`config.mk`:
```
export PLATFORM = sky130hd
export DESIGN_NAME = demux4_deser
export DESIGN_NICKNAME = d
export VERILOG_FILES = /design/src/rtl/demux4_pkg.sv /design/src/rtl/demux1_4.sv /design/src/rtl/demux4_deser.sv
export SDC_FILE = /design/constraint.sdc
export NUM_CORES = 1
export LEC_CHECK = 0
export BUFFER_PORTS_ARGS = -buffer_cell sky130_fd_sc_hd__buf_2
export CAP_MARGIN = 20
export CORE_ASPECT_RATIO = 1.4
export CORE_MARGIN = 3
export CORE_UTILIZATION = 26
export CTS_CLUSTER_DIAMETER = 80
export DETAILED_ROUTE_END_ITERATION = 10
export SETUP_SLACK_MARGIN = 0.05
export SLEW_MARGIN = 30
export SYNTH_ARGS = -nofsm -noshare
export SYNTH_HDL_FRONTEND = slang
export SYNTH_HIERARCHICAL = 1
export SYNTH_SLANG_ARGS = --single-unit
export TNS_END_PERCENT = 50
```
`constraint.sdc`:
```
create_clock -name clk -period 1.7 [get_ports clk]
set_input_delay 0.085 -clock clk [delete_from_list [all_inputs] [get_ports clk]]
set_output_delay 0.085 -clock clk [all_outputs]
set_load 0.02 [all_outputs]
```
`src/rtl/demux4_pkg.sv`:
```
// Shared definitions for the 4-lane deserialiser: lane count, slot encoding
// and slot sequencing helper.
package demux4_pkg;

    localparam int LANES = 4;

    typedef enum logic [1:0] {
        SLOT0 = 2'd0,
        SLOT1 = 2'd1,
        SLOT2 = 2'd2,
        SLOT3 = 2'd3
    } slot_t;

    function automatic slot_t next_slot(input slot_t s);
        slot_t n;
        case (s)
            SLOT0:   n = SLOT1;
            SLOT1:   n = SLOT2;
            SLOT2:   n = SLOT3;
            SLOT3:   n = SLOT0;
            default: n = SLOT0;
        endcase
        return n;
    endfunction

endpackage

```
`src/rtl/demux1_4.sv`:
```
// Stateless one-hot lane write-enable decoder: enable routed by sel[1]
// through a first 1-to-2 stage, then by sel[0] through a second stage.
module demux1_4
    import demux4_pkg::*;
(
    input  logic [1:0]       i_sel,
    input  logic             i_en,
    output logic [LANES-1:0] o_we
);

    logic [1:0] w_half;

    assign w_half[0] = i_en & ~i_sel[1];
    assign w_half[1] = i_en &  i_sel[1];

    assign o_we[0] = w_half[0] & ~i_sel[0];
    assign o_we[1] = w_half[0] &  i_sel[0];
    assign o_we[2] = w_half[1] & ~i_sel[0];
    assign o_we[3] = w_half[1] &  i_sel[0];

endmodule

```
`src/rtl/demux4_deser.sv`:
```
// Serial-to-parallel deserialiser: four accepted beats form one output frame,
// with sync-based realignment and single-entry output holding register.
module demux4_deser
    import demux4_pkg::*;
#(
    parameter int WIDTH = 1
) (
    input  logic                        clk,
    input  logic                        reset,
    input  logic [WIDTH-1:0]            in_data,
    input  logic                        in_valid,
    input  logic                        in_sync,
    output logic                        in_ready,
    output logic [LANES-1:0][WIDTH-1:0] out_word,
    output logic                        out_valid,
    input  logic                        out_ready,
    output logic [1:0]                  slot,
    output logic                        err
);

    slot_t                        r_slot;
    logic [LANES-1:0][WIDTH-1:0]  r_lane;
    logic [LANES-1:0][WIDTH-1:0]  r_out_word;
    logic                         r_out_valid;
    logic                         r_err;

    logic                         w_accept;
    logic                         w_resync;
    logic                         w_complete;
    logic [1:0]                   w_wr_sel;
    logic [LANES-1:0]             w_we;

    // Only the frame-completing beat can stall, and only behind an undrained frame.
    assign in_ready   = (r_slot != SLOT3) || !r_out_valid || out_ready;
    assign w_accept   = in_valid && in_ready;
    assign w_resync   = w_accept && in_sync && (r_slot != SLOT0);
    assign w_complete = w_accept && !w_resync && (r_slot == SLOT3);

    // Lane select for the write decoder; a resync beat always lands in lane 0.
    always_comb begin
        w_wr_sel = 2'd0;
        if (w_resync) begin
            w_wr_sel = 2'd0;
        end else begin
            w_wr_sel = r_slot;
        end
    end

    demux1_4 u_lane_dec (
        .i_sel (w_wr_sel),
        .i_en  (w_accept),
        .o_we  (w_we)
    );

    // Assembly lanes; a resync drops the partial frame before storing the beat.
    always_ff @(posedge clk or posedge reset) begin
        if (reset) begin
            r_lane <= '0;
        end else begin
            for (int i = 0; i < LANES; i++) begin
                if (w_we[i]) begin
                    r_lane[i] <= in_data;
                end else if (w_resync) begin
                    r_lane[i] <= '0;
                end
            end
        end
    end

    // Slot sequencing: advance per accepted beat, restart after lane 0 on resync.
    always_ff @(posedge clk or posedge reset) begin
        if (reset) begin
            r_slot <= SLOT0;
        end else if (w_resync) begin
            r_slot <= SLOT1;
        end else if (w_accept) begin
            r_slot <= next_slot(r_slot);
        end
    end

    // Output frame register; a completing frame wins over a same-cycle drain.
    always_ff @(posedge clk or posedge reset) begin
        if (reset) begin
            r_out_word  <= '0;
            r_out_valid <= 1'b0;
        end else if (w_complete) begin
            r_out_word  <= {in_data, r_lane[2], r_lane[1], r_lane[0]};
            r_out_valid <= 1'b1;
        end else if (r_out_valid && out_ready) begin
            r_out_valid <= 1'b0;
        end
    end

    // Sticky misalignment flag, cleared only by reset.
    always_ff @(posedge clk or posedge reset) begin
        if (reset) begin
            r_err <= 1'b0;
        end else if (w_resync) begin
            r_err <= 1'b1;
        end
    end

    assign out_word  = r_out_word;
    assign out_valid = r_out_valid;
    assign slot      = r_slot;
    assign err       = r_err;

endmodule

```
# Yosys cells after proc, flatten, opt, wreduce, memory -nomap -nowiden

Index checks and enable logic that the tools add are counted.

Bits of input ports: 6
Register bits after elaboration: 11
Word-level logic and storage cells: 48
Output and inout bits: 9

Muxes and demuxes: 10
Bitwise gates (word level): 7
Reductions and logical operators: 17
Equality and inequality tests: 4

Operator list:

| operator             | number |
|---|---|
| $reduce_bool A2 Y1   | 6 |
| $pmux W2 S4          | 1 |
| $logic_and A1 B1 Y1  | 6 |
| $mux W1              | 6 |
| $mux W2              | 3 |
| $and A1 B1 Y1        | 5 |
| $eq A2 B2 Y1 const B | 2 |
| $eq A2 B1 Y1 const B | 1 |
| $logic_not A1 Y1     | 2 |
| $logic_not A2 Y1     | 1 |
| $logic_or A1 B1 Y1   | 2 |
| $ne A2 B2 Y1 const B | 1 |
| $not A1 Y1           | 2 |

# Depth between registers and ports, before layout

Gate-level depths: netlist (run 1).

Depth in word-level cells: 11
Mapped depth: 8
Depth with buffers taken out: 8

# Cells and area by module

Netlist (run 1), hierarchy kept.

By module, submodules not included:

| module       | instances | cells an instance | area each (µm²) |
|---|---|---|---|
| demux4_deser | 1         | 48                | 539.3 |
| demux1_4     | 1         | 4                 | 37.5 |

# Least setup slack after synthesis (run 1)

Ideal clock, no wire load.

Path kind: reg-to-reg
Start point: register r_slot[0], in the netlist slot[0]
End point: register r_lane[0] (netlist bit)
Stages on the path, launching flop included: 8
Setup slack: 38 ps
Data arrival time: 1533 ps
Path buffers: 0
Required time: 1571 ps
Path through: dfrtp_1 ha_1 and3b_1 inv_1 nand2_1 inv_1 nor3b_2 o21ai_0

Word-level cells in the longest chain between the ends: 11
Elaborated cells on any way between the ends: 14

Ends and longest elaborated chain:

| element                                              | RTL line           | text |
|---|---|---|
| from (decl)                                          | demux4_deser.sv:21 | `slot_t r_slot;` |
| from (signal assigned)                               | demux4_deser.sv:77 | `r_slot <= next_slot(r_slot);` |
| $ne A2 B2 Y1 *                                       | demux4_deser.sv:34 | `assign in_ready = (r_slot != SLOT3) \|\| !r_out_valid \|\| out_ready;` |
| $logic_or A1 B1 Y1 * (2 in a row)                    | demux4_deser.sv:34 |  |
| net in_ready                                         | demux4_deser.sv:13 | `output logic in_ready,` |
| $logic_and A1 B1 Y1 *                                | demux4_deser.sv:35 | `assign w_accept = in_valid && in_ready;` |
| net w_accept                                         | demux4_deser.sv:27 | `logic w_accept;` |
| $logic_and A1 B1 Y1 (2 in a row)                     | demux4_deser.sv:36 | `assign w_resync = w_accept && in_sync && (r_slot != SLOT0);` |
| $mux W2                                              | demux4_deser.sv:42 | `if (w_resync) begin` |
| $not A1 Y1                                           | demux1_4.sv:13     | `assign w_half[0] = i_en & ~i_sel[1];` |
| $and A1 B1 Y1                                        | demux1_4.sv:13     |  |
| $and A1 B1 Y1 *                                      | demux1_4.sv:16     | `assign o_we[0] = w_half[0] & ~i_sel[0];` |
| net w_we[0]                                          | demux4_deser.sv:31 | `logic [LANES-1:0] w_we;` |
| $mux W1 / $reduce_bool A2 Y1 (equally long branches) | n/a                |  |
| to (signal, indexed assignment)                      | demux4_deser.sv:62 | `r_lane[i] <= in_data;` |
| to (decl)                                            | demux4_deser.sv:22 | `logic [LANES-1:0][WIDTH-1:0] r_lane;` |

The timed path passes the listed nets; every way through them passes the cells marked *.
A chain may end at the register's enable or synchronous reset.

# Worst setup path after layout (run 1)

Start point: register r_slot[1], in the netlist slot[1]
End point: register r_out_word, in the netlist out_word[3]

Word-level cells in the longest chain between the ends: 9
Elaborated cells on any way between the ends: 11

Ends and longest elaborated chain:

| element                          | RTL line           | text |
|---|---|---|
| $ne A2 B2 Y1                     | demux4_deser.sv:34 |  |
| $logic_or A1 B1 Y1 (2 in a row)  | demux4_deser.sv:34 |  |
| $logic_and A1 B1 Y1              | demux4_deser.sv:35 |  |
| $logic_and A1 B1 Y1 (2 in a row) | demux4_deser.sv:36 |  |
| $logic_not A1 Y1                 | demux4_deser.sv:37 | `assign w_complete = w_accept && !w_resync && (r_slot == SLOT3);` |
| $logic_and A1 B1 Y1              | demux4_deser.sv:37 |  |
| $logic_and A1 B1 Y1 *            | demux4_deser.sv:37 |  |
| to (signal assigned)             | demux4_deser.sv:87 | `r_out_word <= {in_data, r_lane[2], r_lane[1], r_lane[0]};` |
| to (decl)                        | demux4_deser.sv:23 | `logic [LANES-1:0][WIDTH-1:0] r_out_word;` |

Mark *: on every way between the ends. The rest lies on a longest branch, timed or not.

==> flow_summary.yaml, run 1 <==
placement:
  place.port_buffers: 14
  place_area_sq_um: 666
  globalplace.congestion: 0.703
  hpwl_microns: 842
sta:
  finalCritPeriodShare_pct: 90.0
  fin_skew_ns: 0.00357
  period_needed_ns: 1.53
  rsz0062_at_grt: "false"
  clock.fmax_ghz: 0.653
  timing.final.hold_violations: 0
  hold-worst-slack_ns: 0.0706
  drv_slew: 0
  tightest_slew_ns: 0.431
  finalSetupViolations: 0
  relSlewSlack_pct: 71.2
  finalSetupTns_ns: 0
route:
  wl_met1_microns: 457
  wl_per_cell_microns: 11.8
  drc_errors: 0
  highest-signal-layer: "met4"
  routed_wl_microns: 1120
  first_iter_violations: 5
  first_pass_iters: 4
  routed-wl-met2_microns: 578
  route.met3.wl_microns: 53
  num_vias: 430
  postRouteAntennaNets: 0
  via_per_inst: 4.53
cells_and_area:
  fin_area_sq_um: 753
  num_antenna_cells: 0
  areaGrowthSynthToFinish_pct: 32.3
  drive_gt1_share_pct: 51.4
  finalCoreUtilization_pct: 37.3
  nNetsFinal: 84
  num-fill-cells: 210
worst_setup_path:
  required_ns: 1.86
  regToRegSetupSlack_ns: 0.17
  r2r-end: "out_word[3]$_DFFE_PP0P_"
  cp.arrival_ns: 1.69
  reg2reg_depth: 5
  critPathKind: "reg2reg"
  reg2reg_from: "slot[1]$_DFFE_PP0P_"
  cp_max_fo: 4
  critPathCaptureType: "flip-flop"
  setup.worst_path.start_class: "flip-flop"
pwr:
  p_seq_share_pct: 37.8
  p_switching_uw: 423
  p_int_uw: 701
  power.share.switching_pct: 37.7
  p_leak_uw: 0.000382
  p_per_area_nw_per_um2: 1490
  clockPowerShare_pct: 16.6
  combPwrFrac_pct: 45.6
  irDropWorstVdd_uv: 486
  power_uw: 1120
floorplan:
  num_io_pins: 15
  initial_core_util_pct: 28.2
  die_area_sq_um: 2790
  dieWidth_microns: 45.5
  die_height_microns: 61.4
  num_rows: 19
  core_sq_um: 2020
global_route:
  grt_pass1_wl_microns: 1820
  antenna_found_initial: 0
  track_usage_pct: 9.70
  grt_pass1_vias: 421
  grt.overflow.total: 0
  grt_max_degree: 12
synthesis:
  yosys_warnings: 6
  synthCells: 51
  syn_area_sq_um: 569
  avgSynthCellArea_sq_um: 11.2
  synth_nets: 60
hold_path:
  holdPathEnd: "r_lane[2]$_DFFE_PP0P_"
  holdCritPathClass: "in2reg"
  worstHoldPathCells: 3
  hp-start: "in_data"
cts:
  h-tree-depth: 1
  cts_tree: "done"
  clk_pin_slew_ns: 0.07
  cts_sinks: 11
  cts_root_buf: "clkbuf_4"
  insertion_delay_ns: 0.27
  clockBufferDepth: 2
  cts_inserted_buffers: 3
status:
  status: "finished, final reports clean"
run:
  maxCapViolations: 0
cell type report:
| cell class | instances | area, sq um | share of cell area [%] |
|---|---|---|---|
| sequential | 11 | 275 | 36.5 |
| timing repair buffer | 19 | 110 | 14.6 |
| clock buffer | 4 | 26.3 | 3.49 |
| tap | 21 | 26.3 | 3.49 |
| multi-input combinational | 35 | 297 | 39.4 |
| inverter | 5 | 18.8 | 2.49 |
per-layer routing:
metal  track usage, %  vias to the layer above
met4             8.79                        0
met2             16.0                       10
met3             2.63                        4
met1             9.68                      197
met5                0                        -
li1                 -                      219
worst max-delay path by stage:
| stage | from | end | slack, ns |
|---|---|---|---|
| floorplan | slot[0]$_DFFE_PP0P_ | r_lane[0]$_DFFE_PP0P_ | 0.05 |
| global placement | slot[1]$_DFFE_PP0P_ | r_lane[1]$_DFFE_PP0P_ | 0.08 |
| detailed placement | slot[1]$_DFFE_PP0P_ | r_lane[1]$_DFFE_PP0P_ | 0.04 |
| CTS | slot[1]$_DFFE_PP0P_ | r_lane[1]$_DFFE_PP0P_ | 0.06 |
| global route | slot[1]$_DFFE_PP0P_ | r_lane[1]$_DFFE_PP0P_ | 0.04 |
| finish | slot[1]$_DFFE_PP0P_ | out_word[3]$_DFFE_PP0P_ | 0.17 |
flip-flops by register name (all words and copies together), names as in the netlist:
register,count
err,1
r_lane,3
slot,2
out_word,4
out_valid,1
critical path: stages (launching register included):
cell and delay, ns:
dfrtp_1 0.43, inv_2 0.09, ha_2 0.18, nand2b_4 0.13, and4_4 0.28, mux2_4 0.30
repair_timing:
item                                   CTS  global route
endpoints found under the hold margin   11             0
pin swaps                                1             4
gates cloned                             0             0
hold buffers                             1             0
resized for setup                        2             9
setup buffers                            1             3
setup endpoints to repair                3             3
through the flow:
stage / worst slack (ns) / cells
floorplan: 0.0513 / 51
global placement: 0.0770 / 86
detailed placement: 0.0426 / 86
CTS: 0.0564 / 92
global route: 0.0437 / 95
finish: 0.170 / 95
layout by cell type (no fill, tap or decap), types with 2 or more instances in the layout:
cell type	count
o21ai_0	5
buf_2	14
nand2_1	5
mux2i_1	2
inv_2	2
buf_4	4
ha_2	2
clkbuf_4	3
nor2_2	2
dfrtp_1	11
mux2_4	4
inv_1	3
and3b_1	2
power groups by stage:
stage / clock, uW / sequential (uW) / combinational [uW]
3_3_place_gp: 0 / 428 / 460
2_1_floorplan: 0 / 507 / 257
4_1_cts: 192 / 423 / 486
6_report: 187 / 425 / 512
3_5_place_dp: 0 / 427 / 472
5_1_grt: 200 / 441 / 572
No activity file was read; power rests on OpenSTA's default activity.
==> run 2: changes to the inputs <==
MAX_ROUTING_LAYER = met4   (was default)
==> run 2 against run 1 <==
  * Clock skew decreased by 0.00065 ns
  * Die area unchanged
  * Design area unchanged
  * Via count up 0.23%
  * Final cell count did not move
  * Utilization unchanged
  * Critical path depth unchanged
  * Setup slack hardly changed
  * Fmax about the same
  * Global-route usage is 0.23 points higher
  * Power is 0.36% higher
  * Clock power hardly changed
  * Critical endpoint unchanged
  * Largest power group unchanged
  * Highest routed layer unchanged
==> flow_summary.yaml, run 2 (synthesized netlist as in run 1, its figures left out) <==
worst_setup_path:
  regToRegSetupSlack_ns: 0.17
  critPathKind: "reg2reg"
  reg2reg_from: "slot[1]$_DFFE_PP0P_"
  critPathCaptureType: "flip-flop"
  cp_max_fo: 4
  reg2reg_depth: 5
  r2r-end: "out_word[3]$_DFFE_PP0P_"
  required_ns: 1.87
  setup.worst_path.start_class: "flip-flop"
  cp.arrival_ns: 1.70
floorplan:
  core_sq_um: 2020
  die_area_sq_um: 2790
  die_height_microns: 61.4
  dieWidth_microns: 45.5
  num_io_pins: 15
  num_rows: 19
  initial_core_util_pct: 28.2
run:
  maxCapViolations: 0
pwr:
  p_per_area_nw_per_um2: 1500
  p_leak_uw: 0.000382
  irDropWorstVdd_uv: 486
cts:
  cts_root_buf: "clkbuf_4"
  h-tree-depth: 1
  cts_tree: "done"
  cts_sinks: 11
  clk_pin_slew_ns: 0.07
  clockBufferDepth: 2
  insertion_delay_ns: 0.28
  cts_inserted_buffers: 3
placement:
  globalplace.congestion: 0.711
  dp_cells: 86
  hpwl_microns: 842
  place.port_buffers: 14
cells_and_area:
  nNetsFinal: 84
  instances_no_fill: 95
  drive_gt1_share_pct: 51.4
  areaGrowthSynthToFinish_pct: 32.3
  finalCoreUtilization_pct: 37.3
  num-fill-cells: 210
  num_antenna_cells: 0
  largest_register_ff_count: 4
  mostFrequentLayoutCells: "14 x buf_2, 11 x dfrtp_1, 5 x o21ai_0, 5 x nand2_1"
  layout_commonest_cell: "buf_2"
global_route:
  grt_max_degree: 12
  grt.overflow.total: 0
  met1_usage_pct: 9.50
  gr-max-usage-layer: "met2"
  use_met3_pct: 2.63
  grt_pass1_vias: 422
  grt_pass1_wl_microns: 1810
  antenna_found_initial: 0
  use_met2_pct: 16.0
  track_usage_pct: 9.94
sta:
  relSlewSlack_pct: 71.2
  rsz0062_at_grt: "false"
  period_needed_ns: 1.53
  clock.fmax_ghz: 0.653
  finalSetupViolations: 0
  drv_slew: 0
  finalCritPeriodShare_pct: 90.0
  timing.final.hold_violations: 0
  fin_skew_ns: 0.00292
  finalSetupTns_ns: 0
  hold-worst-slack_ns: 0.0672
  tightest_slew_ns: 0.431
hold_path:
  worstHoldPathCells: 3
  hp-start: "in_data"
  holdCritPathClass: "in2reg"
  holdPathEnd: "r_lane[2]$_DFFE_PP0P_"
status:
  status: "finished, final reports clean"
route:
  drc_errors: 0
  wl_per_cell_microns: 11.8
  first_iter_violations: 7
  via_per_inst: 4.54
  first_pass_iters: 4
  postRouteAntennaNets: 0
  num_vias: 431
  routed_wl_microns: 1120
[run 2: cell counts in the layout (fill, tap and decap cells not counted)]
No cell type changed its count.
[run 2: worst max-delay path, stage by stage, from the launching register on]
cell and delay (ns):
dfrtp_1 0.43, inv_2 0.09, ha_2 0.18, nand2b_4 0.13, and4_4 0.28, mux2_4 0.30
[run 2: per-stage QoR]
step                      instance area [sq um]  total power, uW  worst slack [ns]
after floorplan                             569              764            0.0513
after global placement                      666              888            0.0770
after detailed placement                    666              899            0.0426
after CTS                                   714             1100            0.0564
after global routing                        753             1210            0.0437
final                                       753             1130             0.169
[run 2: layout make-up]
class                      count  area, sq um  area share [%]
clock buffer                   4         26.3            3.49
inverter                       5         18.8            2.49
multi-input combinational     35          297            39.4
sequential                    11          275            36.5
tap                           21         26.3            3.49
timing repair buffer          19          110            14.6
[run 2: power breakdown]
group          switching (uW)  total, uW  internal, uW  leakage [uW]
registers                62.1        425           363      0.000137
logic                     267        513           246      0.000231
clock network            98.5        190          91.2     0.0000150
total                     427       1130           701      0.000382
[run 2: metal layers]
metal / vias to the layer above / wire, microns
li1: 218 / -
met1: 198 / 454
met2: 11 / 573
met3: 4 / 58
met4: 0 / 38
met5: - / 0
[run 2: repair_timing]
action                                  CTS  global route
hold buffers                              1             0
gates resized for setup                   2             9
hold endpoints to repair                 11             0
pin swaps                                 1             4
endpoints found under the setup margin    3             3
buffers inserted                          1             3
[run 2: worst max-delay path by stage]
stage | cells after the start | slack [ns] | start | end
floorplan | 7 | 0.05 | slot[0]$_DFFE_PP0P_ | r_lane[0]$_DFFE_PP0P_
global placement | 8 | 0.08 | slot[1]$_DFFE_PP0P_ | r_lane[1]$_DFFE_PP0P_
detailed placement | 8 | 0.04 | slot[1]$_DFFE_PP0P_ | r_lane[1]$_DFFE_PP0P_
CTS | 8 | 0.06 | slot[1]$_DFFE_PP0P_ | r_lane[1]$_DFFE_PP0P_
global route | 8 | 0.04 | slot[1]$_DFFE_PP0P_ | r_lane[1]$_DFFE_PP0P_
finish | 5 | 0.17 | slot[1]$_DFFE_PP0P_ | out_word[3]$_DFFE_PP0P_
==> run 3: changes to the inputs <==
ABC_AREA = 1   (was default)
==> run 3 against run 2 <==
  * Die area stayed put
  * Clock power decreased by 7%
  * Global-route usage grew 0.68 points
  * Critical path depth is 5 higher
  * Critical path type unchanged
  * Critical endpoint is now r_lane[2]$_DFFE_PP0P_
==> flow_summary.yaml, run 3 <==
status:
  status: "finished, final reports clean"
route:
  drc_errors: 0
  postRouteAntennaNets: 0
  num_vias: 537
  routed_wl_microns: 1260
  first_iter_violations: 4
  wl_per_cell_microns: 10.6
  first_pass_iters: 4
  via_per_inst: 4.51
sta:
  finalSetupViolations: 0
  clock.fmax_ghz: 0.642
  fin_skew_ns: 0.00505
  finalSetupTns_ns: 0
  finalCritPeriodShare_pct: 91.7
  period_needed_ns: 1.56
  drv_slew: 0
  timing.final.hold_violations: 0
  rsz0062_at_grt: "true"
  tightest_slew_ns: 0.442
  relSlewSlack_pct: 70.5
cts:
  cts_root_buf: "clkbuf_4"
  cts_tree: "done"
  clk_pin_slew_ns: 0.07
  cts_inserted_buffers: 3
  clockBufferDepth: 2
  cts_sinks: 11
  h-tree-depth: 1
  insertion_delay_ns: 0.26
cells_and_area:
  layout_commonest_cell: "nand2_1"
  mostFrequentLayoutCells: "21 x nand2_1, 14 x buf_2, 9 x dfrtp_1"
  instances_no_fill: 119
  drive_gt1_share_pct: 44.9
  num-fill-cells: 208
  areaGrowthSynthToFinish_pct: 45.3
  nNetsFinal: 108
  num_antenna_cells: 0
  largest_register_ff_count: 4
global_route:
  grt_pass1_vias: 499
  grt_pass1_wl_microns: 2080
  track_usage_pct: 10.6
  grt.overflow.total: 0
  grt_max_degree: 12
  antenna_found_initial: 0
pwr:
  combPwrFrac_pct: 47.0
  power.share.switching_pct: 42.1
  p_switching_uw: 491
  p_int_uw: 676
  irDropWorstVdd_uv: 434
  p_per_area_nw_per_um2: 1410
  p_leak_uw: 0.000428
  p_seq_share_pct: 37.9
  clockPowerShare_pct: 15.1
worst_setup_path:
  critPathCaptureType: "flip-flop"
  cpMostUsedCell: "nand2_1"
  cp_top_family: "simple AND/OR/NAND/NOR gates"
  cp.arrival_ns: 1.70
  critPathSlowestCell: "dfrtp_2"
  path_cells: "ha_4 -> buf_4 -> nand2_1 -> nor2_1 -> nor2_2 -> nand2_1 -> nor2_1 -> inv_1 -> nand2_1 -> o21ai_0"
  slowest_delay_ns: 0.46
  path_buf_inv: 2
  required_ns: 1.84
  setup.worst_path.start_class: "flip-flop"
  cp_max_fo: 5
  critPathKind: "reg2reg"
placement:
  globalplace.congestion: 0.730
  dp_cells: 110
  place.port_buffers: 14
  hpwl_microns: 947
floorplan:
  num_rows: 19
  initial_core_util_pct: 28.2
  num_io_pins: 15
  die_area_sq_um: 2790
  core_sq_um: 2020
  dieWidth_microns: 45.5
  die_height_microns: 61.4
synthesis:
  synth_nets: 81
  synthCells: 72
  syn_area_sq_um: 569
  avgSynthCellArea_sq_um: 7.91
  yosys_warnings: 6
run:
  maxCapViolations: 0
hold_path:
  holdCritPathClass: "in2reg"
==> run 3: layout make-up <==
cell class	count	area, sq um	area share (%)
Clock buffer	4	26.3	3.18
Inverter	14	52.6	6.35
Sequential cell	11	278	33.6
Timing Repair Buffer	22	133	16.0
Multi-Input combinational cell	47	312	37.7
Tap cell	21	26.3	3.18
==> run 3: worst min-delay path: stages <==
cell and delay (ns):
buf_2 0.12, nand2_1 0.05, o21ai_1 0.05
==> run 3: timing repair <==
action	in CTS	in global routing
setup endpoints to repair	1	4
hold buffers	1	0
buffers inserted	0	4
resized for setup	1	19
gates cloned	0	0
hold endpoints to repair	11	0
pin swaps	0	7
==> run 3: worst paths after layout <==
| kind | start | to | slack, ns | depth (start not counted) |
|---|---|---|---|---|
| max in group asynchronous | reset | slot[1]$_DFFE_PP0P_ | 1.02 | 3 |
| setup / recovery | slot[1]$_DFFE_PP0P_ | r_lane[2]$_DFFE_PP0P_ | 0.14 | 10 |
| hold reg to reg | err$_DFFE_PP0P_ | err$_DFFE_PP0P_ | 0.46 | 1 |
| min in group asynchronous | reset | out_valid$_DFFE_PP0P_ | 0.35 | 3 |
| hold / removal | in_data | r_lane[0]$_DFFE_PP0P_ | 0.09 | 3 |
| setup reg to reg | slot[1]$_DFFE_PP0P_ | r_lane[2]$_DFFE_PP0P_ | 0.14 | 10 |
==> run 3: stage by stage <==
stage               area (sq um)  setup slack (ns)  util (%)  power (uW)  hold slack (ns)
global route                 827            0.0441      40.9        1270           0.0873
CTS                          752            0.0496      37.2        1070           0.0524
finish                       827             0.141      40.9        1170           0.0867
detailed placement           713            0.0437      35.3         879            0.110
floorplan                    594            0.0570         -         731          -0.0627
global placement             713            0.0986      35.3         860            0.101
==> run 3: power by group through the flow <==
stage	registers, uW	clock network [uW]	logic [uW]
after floorplan	509	0	221
after global placement	439	0	421
after detailed placement	445	0	434
after CTS	439	187	442
after global routing	460	194	616
final	443	176	549
==> run 3: routing by layer <==
metal	global-route usage (%)	routed length [microns]	vias up
met1	11.3	501	249
met4	6.28	27	0
li1	-	-	278
met3	1.75	30	2
met2	18.0	702	8
met5	-	0	-
